## config.mk

```make
export PLATFORM = sky130hd
export DESIGN_NAME = aurora_cc_scheduler_flat
export DESIGN_NICKNAME = d
export VERILOG_FILES = /design/src/rtl/aurora_cc_scheduler_pkg.sv /design/src/rtl/aurora_cc_scheduler_if.sv /design/src/rtl/aurora_cc_scheduler.sv /design/src/flat_wrapper.sv
export SDC_FILE = /design/constraint.sdc
export NUM_CORES = 1
export LEC_CHECK = 0
export ABC_AREA = 1
export BUFFER_PORTS_ARGS = -buffer_cell sky130_fd_sc_hd__buf_2
export CORE_MARGIN = 2
export CORE_UTILIZATION = 55
export CTS_BUF_LIST = sky130_fd_sc_hd__clkbuf_8
export CTS_CLUSTER_DIAMETER = 30
export DETAILED_ROUTE_END_ITERATION = 8
export GPL_TIMING_DRIVEN = 0
export HOLD_SLACK_MARGIN = 0.15
export PLACE_DENSITY_LB_ADDON = 0.05
export SLEW_MARGIN = 25
export SYNTH_ARGS = -nofsm -noshare
export SYNTH_HDL_FRONTEND = slang
export SYNTH_SLANG_ARGS = --single-unit
```

## constraint.sdc

```tcl
create_clock -name clk -period 3.95 [get_ports clk]
set_input_delay 0.1975 -clock clk [delete_from_list [all_inputs] [get_ports clk]]
set_output_delay 0.1975 -clock clk [all_outputs]
set_load 0.03 [all_outputs]
```

## src/rtl/aurora_cc_scheduler_pkg.sv

```systemverilog
// Shared types and constants for the Aurora clock-compensation scheduler.
package aurora_cc_scheduler_pkg;

    typedef enum logic [1:0] {
        IDLE,
        COUNT,
        PEND,
        CC
    } cc_state_t;

    localparam int unsigned CC_PERIOD_DEFAULT    = 5000;
    localparam int unsigned CC_LENGTH_DEFAULT    = 6;
    localparam int unsigned CC_MAX_DEFER_DEFAULT = 64;
    localparam int unsigned CC_COUNT_SIZE        = 16;

    // K23.7 is the CC character the lane mux drives while cc_active is high.
    localparam logic [7:0] CC_CHAR_K23_7 = 8'hF7;
    localparam logic       CC_CHAR_IS_K  = 1'b1;

endpackage

```

## src/rtl/aurora_cc_scheduler_if.sv

```systemverilog
// AXI-Stream source / data_controller handshake signals seen by the CC scheduler.
interface aurora_cc_scheduler_if;

    logic s_tvalid;
    logic s_tlast;
    logic dc_tready;
    logic s_tready;

    modport master (
        output s_tvalid,
        output s_tlast,
        output dc_tready,
        input  s_tready
    );

    modport slave (
        input  s_tvalid,
        input  s_tlast,
        input  dc_tready,
        output s_tready
    );

endinterface

```

## src/rtl/aurora_cc_scheduler.sv

```systemverilog
// Periodic clock-compensation scheduler with source back-pressure during CC.
// Optional frame alignment of CC starts: define AURORA_CC_FRAME_ALIGN_EN.
module aurora_cc_scheduler
    import aurora_cc_scheduler_pkg::*;
#(
    parameter int unsigned CC_PERIOD = CC_PERIOD_DEFAULT,
    parameter int unsigned CC_LENGTH = CC_LENGTH_DEFAULT,
    parameter int unsigned MAX_DEFER = CC_MAX_DEFER_DEFAULT
) (
    input  logic                     clk,
    input  logic                     rst_n,
    input  logic                     channel_init_finished,
    aurora_cc_scheduler_if.slave     axis,
    output logic                     cc_active,
    output logic                     cc_pending,
    output logic [CC_COUNT_SIZE-1:0] cc_count
);

    localparam int unsigned PW = $clog2(CC_PERIOD);
    localparam int unsigned LW = $clog2(CC_LENGTH + 1);

    cc_state_t               state_q, state_d;
    logic [PW-1:0]           period_q, period_d;
    logic [LW-1:0]           len_q, len_d;
    logic [CC_COUNT_SIZE-1:0] cc_count_q, cc_count_d;
    logic                    cc_active_q, cc_pending_q;
    logic                    period_wrap;
    logic [PW-1:0]           period_next;
    logic                    pend_exit;

    assign axis.s_tready = axis.dc_tready & ~cc_active_q;
    assign cc_active     = cc_active_q;
    assign cc_pending    = cc_pending_q;
    assign cc_count      = cc_count_q;

    assign period_wrap = (period_q == PW'(CC_PERIOD - 1));
    assign period_next = period_wrap ? '0 : period_q + 1'b1;

`ifdef AURORA_CC_FRAME_ALIGN_EN
    localparam int unsigned DW = $clog2(MAX_DEFER + 1);

    logic          in_frame_q, in_frame_d;
    logic [DW-1:0] defer_q, defer_d;
    logic          hs;

    // Exit PEND once the frame has closed (including a tlast beat this cycle)
    // or the deferral budget is spent.
    always_comb begin
        hs         = axis.s_tvalid & axis.s_tready;
        in_frame_d = in_frame_q;
        if (!channel_init_finished) begin
            in_frame_d = 1'b0;
        end else if (hs) begin
            in_frame_d = ~axis.s_tlast;
        end
        defer_d   = (state_q == PEND) ? defer_q + 1'b1 : '0;
        pend_exit = !in_frame_d || (defer_q == DW'(MAX_DEFER - 1));
    end

    always_ff @(posedge clk or negedge rst_n) begin
        if (!rst_n) begin
            in_frame_q <= 1'b0;
            defer_q    <= '0;
        end else begin
            in_frame_q <= in_frame_d;
            defer_q    <= defer_d;
        end
    end
`else
    localparam int unsigned unused_max_defer = MAX_DEFER;
    logic unused_frame;
    assign unused_frame = axis.s_tvalid ^ axis.s_tlast;
    assign pend_exit    = 1'b1;
`endif

    always_comb begin
        state_d    = state_q;
        period_d   = period_q;
        len_d      = len_q;
        cc_count_d = cc_count_q;
        if (!channel_init_finished) begin
            state_d  = IDLE;
            period_d = '0;
            len_d    = '0;
        end else begin
            unique case (state_q)
                IDLE: begin
                    state_d = COUNT;
                end
                COUNT: begin
                    period_d = period_next;
                    if (period_wrap) begin
                        state_d = PEND;
                    end
                end
                PEND: begin
                    period_d = period_next;
                    if (pend_exit) begin
                        state_d = CC;
                        len_d   = '0;
                        if (cc_count_q != '1) begin
                            cc_count_d = cc_count_q + 1'b1;
                        end
                    end
                end
                CC: begin
                    period_d = period_next;
                    len_d    = len_q + 1'b1;
                    if (len_q == LW'(CC_LENGTH - 1)) begin
                        state_d = COUNT;
                        len_d   = '0;
                    end
                end
                default: state_d = IDLE;
            endcase
        end
    end

    // Flags are registered from the next state so they align with the state register.
    always_ff @(posedge clk or negedge rst_n) begin
        if (!rst_n) begin
            state_q      <= IDLE;
            period_q     <= '0;
            len_q        <= '0;
            cc_count_q   <= '0;
            cc_active_q  <= 1'b0;
            cc_pending_q <= 1'b0;
        end else begin
            state_q      <= state_d;
            period_q     <= period_d;
            len_q        <= len_d;
            cc_count_q   <= cc_count_d;
            cc_active_q  <= (state_d == CC);
            cc_pending_q <= (state_d == PEND);
        end
    end

endmodule

```

## src/flat_wrapper.sv

```systemverilog
// flat-port wrapper written by rule: the top's interface ports become plain ports
module aurora_cc_scheduler_flat import aurora_cc_scheduler_pkg::*;
#(
    parameter int unsigned CC_PERIOD = CC_PERIOD_DEFAULT,
    parameter int unsigned CC_LENGTH = CC_LENGTH_DEFAULT,
    parameter int unsigned MAX_DEFER = CC_MAX_DEFER_DEFAULT
)
  (clk, rst_n, channel_init_finished, cc_active, cc_pending, cc_count, axis_s_tvalid, axis_s_tlast, axis_dc_tready, axis_s_tready);
  aurora_cc_scheduler_if axis_i ();
  input  logic clk;
  input  logic rst_n;
  input  logic channel_init_finished;
  output logic cc_active;
  output logic cc_pending;
  output logic [CC_COUNT_SIZE-1:0] cc_count;
  input wire logic [$bits(axis_i.s_tvalid)-1:0] axis_s_tvalid;
  input wire logic [$bits(axis_i.s_tlast)-1:0] axis_s_tlast;
  input wire logic [$bits(axis_i.dc_tready)-1:0] axis_dc_tready;
  output wire logic [$bits(axis_i.s_tready)-1:0] axis_s_tready;
  assign axis_i.s_tvalid = axis_s_tvalid;
  assign axis_i.s_tlast = axis_s_tlast;
  assign axis_i.dc_tready = axis_dc_tready;
  assign axis_s_tready = axis_i.s_tready;
  aurora_cc_scheduler #(.CC_PERIOD(CC_PERIOD), .CC_LENGTH(CC_LENGTH), .MAX_DEFER(MAX_DEFER)) u_core (.clk(clk), .rst_n(rst_n), .channel_init_finished(channel_init_finished), .axis(axis_i), .cc_active(cc_active), .cc_pending(cc_pending), .cc_count(cc_count));
endmodule
```

==> results of run 1 <==
-- cells by family (layout without fill, tap and decap cells) --
family | count (synthesis) | in the layout
xor gates and xnor gates | 9 | 9
buffers and inverters | 36 | 66
AOI/OAI and AO/OA | 16 | 16
adders and majority gates | 2 | 2
DFF | 36 | 36
and+or+nand+nor | 203 | 203
-- critical path: cells and delay by family (launching register included) --
| family | cells | cell delay, ns |
|---|---|---|
| adder cells (fa/ha/maj) | 1 | 0.30 |
| AND/OR/NAND/NOR | 4 | 0.59 |
| AO/OA/AOI/OAI | 1 | 0.51 |
| flip-flops | 1 | 0.38 |
-- worst min-delay path by stage --
stage | startpoint | endpoint | slack, ns | cells after the start
3_3_place_gp | rst_n | u_core.cc_count[8] | 0.34 | 1
3_5_place_dp | rst_n | u_core.cc_count[7] | 0.34 | 1
2_1_floorplan | rst_n | u_core.cc_active | -0.1 | 0
5_1_grt | channel_init_finished | u_core.len_q[1] | 0.27 | 3
6_report | channel_init_finished | u_core.len_q[1] | 0.25 | 3
4_1_cts | channel_init_finished | u_core.len_q[1] | 0.24 | 3
-- synthesized netlist by cell type, drive strengths merged (2+ instances only) --
cell,n
nand2,116
buf,3
nand4,15
nor2,40
ha,2
inv,32
nand3,21
nor3,10
xnor2,8
o21ai,12
dfrtp,36
-- through the flow --
stage / setup slack (ns) / instance area [um2] / utilization (%)
after floorplan: 2.21 / 2140 / -
after CTS: 2.04 / 2420 / 65.1
final: 2.04 / 2420 / 65.1
after detailed placement: 2.05 / 2310 / 62.3
after global routing: 1.86 / 2420 / 65.1
after global placement: 2.04 / 2310 / 62.3
-- final cells by class --
cell class,count,area [um2]
clock buffer,7,96.3
sequential,36,901
timing repair buffer,23,120
buffer,4,31.3
inverter,32,123
multi-input combinational,230,1090
tap,48,60.1
fill,369,1300
-- registers in the layout, indices dropped and copies added, names as in the netlist --
register	count
u_core.len_q	3
u_core.state_q	2
u_core.period_q	13
u_core.cc_count	16
u_core.cc_active	1
u_core.cc_pending	1
-- power breakdown --
group / leakage (nW) / internal [W] / switching (W) / total [W]
registers: 0.499 / 0.000372 / 0.00000457 / 0.000377
logic: 0.589 / 0.00000795 / 0.0000235 / 0.0000315
clock network: 0.0503 / 0.000155 / 0.000132 / 0.000288
-- per-layer routing --
layer	vias up	wire (um)	track usage, %
li1	1023	-	-
met1	943	2340	35.4
met2	45	2210	40.3
met3	6	223	5.79
met4	0	53	6.38
met5	-	0	0
==> flow_summary.json, run 1 <==
{
  "path_clk_slew_ns": 0.07,
  "synthAdderAreaFrac_pct": 1.17,
  "yosys.area.top_type": "dfrtp_1",
  "dp.cells": 372,
  "yosys-top-cells-area": "dfrtp_1 (42%), nand2_1 (18%), nor2_1 (6.5%)",
  "htreeDepth": 2,
  "power_w": 0.000696,
  "worst_pin_slew_ns": 0.795,
  "cp_max_fo": 7,
  "yosysTopAreaCellShare_pct": 42.0,
  "max_slew_margin_pct": 47.0,
  "die_x_um": 66.4,
  "postRouteAntennaNets": 0,
  "period_share_pct": 48.4,
  "critical_path_class": "flop to flop",
  "max_freq_mhz": 523,
  "slew_viol_final": 0,
  "io_pins": 25,
  "numClockSinks": 36,
  "syn-cell-area_um2": 2140,
  "synth_xor_area_share_pct": 3.68,
  "ctsResizeCount": 0,
  "post_synth_num_cell_types": 26,
  "drcViolationCount": 0,
  "max_stage_delay_ns": 0.51,
  "fin_crit_ns": 1.91,
  "num_vias": 2017,
  "arrival_ns": 2.06,
  "synthMuxAreaShare_pct": 0,
  "dr.pass1.iters": 4,
  "drive_gt1_share_pct": 14.5,
  "syn2layout_area_growth_pct": 12.9,
  "endpoint": "u_core.period_q[9]",
  "crit_chain": "ha_1 > nand2_1 > nor3_1 > nand3_1 > o21ai_1 > nor2_1",
  "grt_pass1_vias": 1904,
  "ys_ff_latch": 36,
  "grt-ovfl-total": 0,
  "grt_pass1_wl_um": 8510,
  "cp-startpoint": "u_core.period_q[1]",
  "finalNetCount": 340,
  "synth_top_family_by_area": "simple AND/OR/NAND/NOR gates",
  "syn_inst": 302,
  "ff2ff_path_depth": 6,
  "synthArstFlopShare_pct": 100,
  "max-cap-violations": 0,
  "cts_root_buf": "clkbuf_8",
  "syn-mean-instance-area_um2": 7.10,
  "synth_compound_area_share_pct": 4.03,
  "r2r-start": "u_core.period_q[1]",
  "critPathCaptureType": "flop",
  "mostFrequentLayoutCells": "nand2_1 (105), nor2_1 (37), dfrtp_1 (36)",
  "die_h_um": 66.4,
  "initialDrtViolationCount": 168,
  "final_common_cell": "nand2_1",
  "synth_edf_count": 0,
  "initial_utilization_pct": 57.7,
  "grt_setup_unrepaired": "no",
  "crit_required_ns": 4.10,
  "hold_violations": 0,
  "post_drt_wl_per_cell_um": 12.7,
  "yosys_most_used_dff": "dfrtp_1",
  "grt.total_usage_pct": 25.5,
  "drt_wl_total_um": 4830,
  "yosys.area_share.simple_pct": 41.9,
  "syn_nets": 310,
  "status": "complete, no violations",
  "io_buffers": 22,
  "setup_viol": 0,
  "r2r_slack_ns": 2.04,
  "hold_class": "primary input to flop",
  "hpwl_um": 3500,
  "postCtsSetupRepairBufs": 0,
  "r2r_end": "u_core.period_q[9]",
  "yosysWarnings": 0,
  "finalSetupTns_ns": 0,
  "routabilityCongestion": 0.883,
  "cp_slowest_cell": "o21ai_1",
  "finalNonFillerCells": 380,
  "tritoncts": "done",
  "ir_drop_uv": 192,
  "cts-buffers-inserted": 5,
  "clk_path_buf_depth": 2,
  "p_per_area_nw_per_um2": 288,
  "finClkSkew_ns": 0.00479,
  "viasPerCell": 5.31,
  "cp-start-kind": "flop",
  "grt_max_degree": 37,
  "p_leak_nw": 1.14,
  "core-area_um2": 3720,
  "whs_ns": 0.245,
  "placementRows": 22,
  "ys_seq_area_share_pct": 42.0,
  "clk_latency_ns": 0.29,
  "dieArea_um2": 4410,
  "diodes": 0,
  "cts_hold_buffers": 1,
  "antenna_found_initial": 0
}
No activity file was read; power rests on OpenSTA's default activity.
==> run 2: changes to the inputs <==
Settings changed: CORE_UTILIZATION 55 to 54.
Clock period 3.95 ns to 1.6 ns, I/O delays scaled along.
==> run 2 against run 1 <==
Wire length rose by 5.1%. First-iteration DRC count up 11%. Non-clock buffer count up 13. Global-route usage down 1.1 points. Cell count increased by 3.7%. Clock skew grew 0.0069 ns. Utilization up 4.1 points. Flip-flop and latch count did not move. Sequential power up 150%. Combinational power rose to 2.7 times the previous value. Critical path depth increased by 5. Critical path type unchanged. Largest power group unchanged.
==> flow_summary.json, run 2 (same netlist as run 1, synthesis figures left out) <==
{
  "grt.total_usage_pct": 24.4,
  "p_per_area_nw_per_um2": 650,
  "path_clk_slew_ns": 0.07,
  "tritoncts": "done",
  "dp.cells": 372,
  "cts_root_buf": "clkbuf_8",
  "postRouteAntennaNets": 0,
  "power.switching_w": 0.000401,
  "p_leak_nw": 1.21,
  "drt_wl_total_um": 5080,
  "antenna_found_initial": 0,
  "drive_gt1_share_pct": 20.2,
  "dieArea_um2": 4490,
  "grt_max_degree": 37,
  "clkPwrFrac_pct": 39.6,
  "critical_path_class": "flop to flop",
  "num_vias": 2110,
  "viasPerCell": 5.36,
  "arrival_ns": 1.75,
  "finClkSkew_ns": 0.0117,
  "finalSetupTns_ns": 0,
  "post_drt_wl_per_cell_um": 12.9,
  "period_share_pct": 97.5,
  "finalNonFillerCells": 394,
  "numClockSinks": 36,
  "core-area_um2": 3740,
  "hpwl_um": 3350,
  "io_pins": 25,
  "diodes": 0,
  "largest_register_ffs": 16,
  "final_common_cell": "nand2_1",
  "drcViolationCount": 0,
  "fin_crit_ns": 1.56,
  "routabilityCongestion": 0.901,
  "max_slew_margin_pct": 45.6,
  "mostFrequentLayoutCells": "nand2_1 (104), nor2_1 (36), dfrtp_1 (33)",
  "initialDrtViolationCount": 186,
  "grt_setup_unrepaired": "yes",
  "syn2layout_area_growth_pct": 21.0,
  "max_freq_mhz": 641,
  "cp_max_fo": 5,
  "max-cap-violations": 0,
  "clk_path_buf_depth": 2,
  "placementRows": 22,
  "critPathCaptureType": "flop",
  "htreeDepth": 2,
  "power_w": 0.00168,
  "worst_pin_slew_ns": 0.816,
  "finalNetCount": 353,
  "die_h_um": 67,
  "power_frac_seq_pct": 55.4,
  "dr.pass1.iters": 4,
  "setup_viol": 0,
  "p_int_w": 0.00128,
  "die_x_um": 67,
  "initial_utilization_pct": 57.3,
  "crit_required_ns": 1.79,
  "slew_viol_final": 0,
  "ir_drop_uv": 419,
  "combPwrFrac_pct": 5.0,
  "status": "complete, no violations",
  "io_buffers": 22,
  "cp-start-kind": "flop",
  "grt_pass1_wl_um": 8180,
  "clk_latency_ns": 0.29,
  "grt_pass1_vias": 1765,
  "cts-buffers-inserted": 5,
  "hold_violations": 0,
  "hold_class": "primary input to async pin",
  "grt-ovfl-total": 0,
  "swShare_pct": 23.8
}
run 2: worst paths after layout:
check                              startpoint             endpoint  slack, ns  depth (start not counted)
hold / removal                          rst_n   u_core.cc_count[7]       0.42                          2
setup reg to reg           u_core.cc_count[1]  u_core.cc_count[13]       0.04                         11
hold reg to reg               u_core.len_q[2]      u_core.len_q[1]       0.52                          1
max in group asynchronous               rst_n   u_core.cc_count[1]       0.61                          2
setup / recovery           u_core.cc_count[1]  u_core.cc_count[13]       0.04                         11
min in group clk               axis_dc_tready        axis_s_tready       0.48                          4
run 2: stage by stage:
step	utilization, %	setup slack (ns)	hold slack, ns	cell area [um2]
after CTS	66.3	0.0266	0.448	2480
after global placement	62.2	-0.285	0.212	2330
after detailed placement	62.2	-0.246	0.218	2330
after floorplan	-	0.0323	-0.216	2160
final	69.3	0.0400	0.416	2590
after global routing	69.3	-0.0343	0.511	2590
run 2: final cells by class:
type                            instances  area [um2]
Fill cell                             329        1150
Multi-Input combinational cell        230        1140
Sequential cell                        36         905
Timing Repair Buffer                   36         238
Inverter                               32         125
Clock buffer                            6        82.6
Tap cell                               48        60.1
Buffer                                  4        35.0
Clock inverter                          2        7.51
run 2: worst max-delay path, cell delays in order, from the launching register on:
cell	delay, ns
dfrtp_2	0.42
ha_4	0.18
inv_2	0.04
nor2_2	0.08
nand2_2	0.09
nor2_4	0.14
nand2_2	0.07
nand2_4	0.12
inv_6	0.06
clkbuf_16	0.15
nand2_2	0.05
nand2_1	0.04
run 2: per-layer routing:
| metal | track usage (%) | share of wire (%) | wire, um |
|---|---|---|---|
| met5 | 0 | 0 | 0 |
| met2 | 37.4 | 47 | 2370 |
| met4 | 7.65 | 1.2 | 59 |
| met3 | 4.56 | 7.4 | 378 |
| met1 | 34.8 | 45 | 2270 |
run 2: power by group through the flow:
stage	sequential (W)	combinational, W	clock (W)
finish	0.000933	0.0000847	0.000667
detailed placement	0.000947	0.0000770	0
global placement	0.000947	0.0000757	0
floorplan	0.000945	0.0000413	0
CTS	0.000930	0.0000843	0.000679
global route	0.000934	0.0000999	0.000714
run 2: timing repair:
item	in CTS	in global routing
buffers inserted	4	7
hold buffers	2	0
gates cloned	0	1
setup endpoints to repair	11	21
endpoints found under the hold margin	38	0
gates resized for setup	3	9
pin swaps	2	5
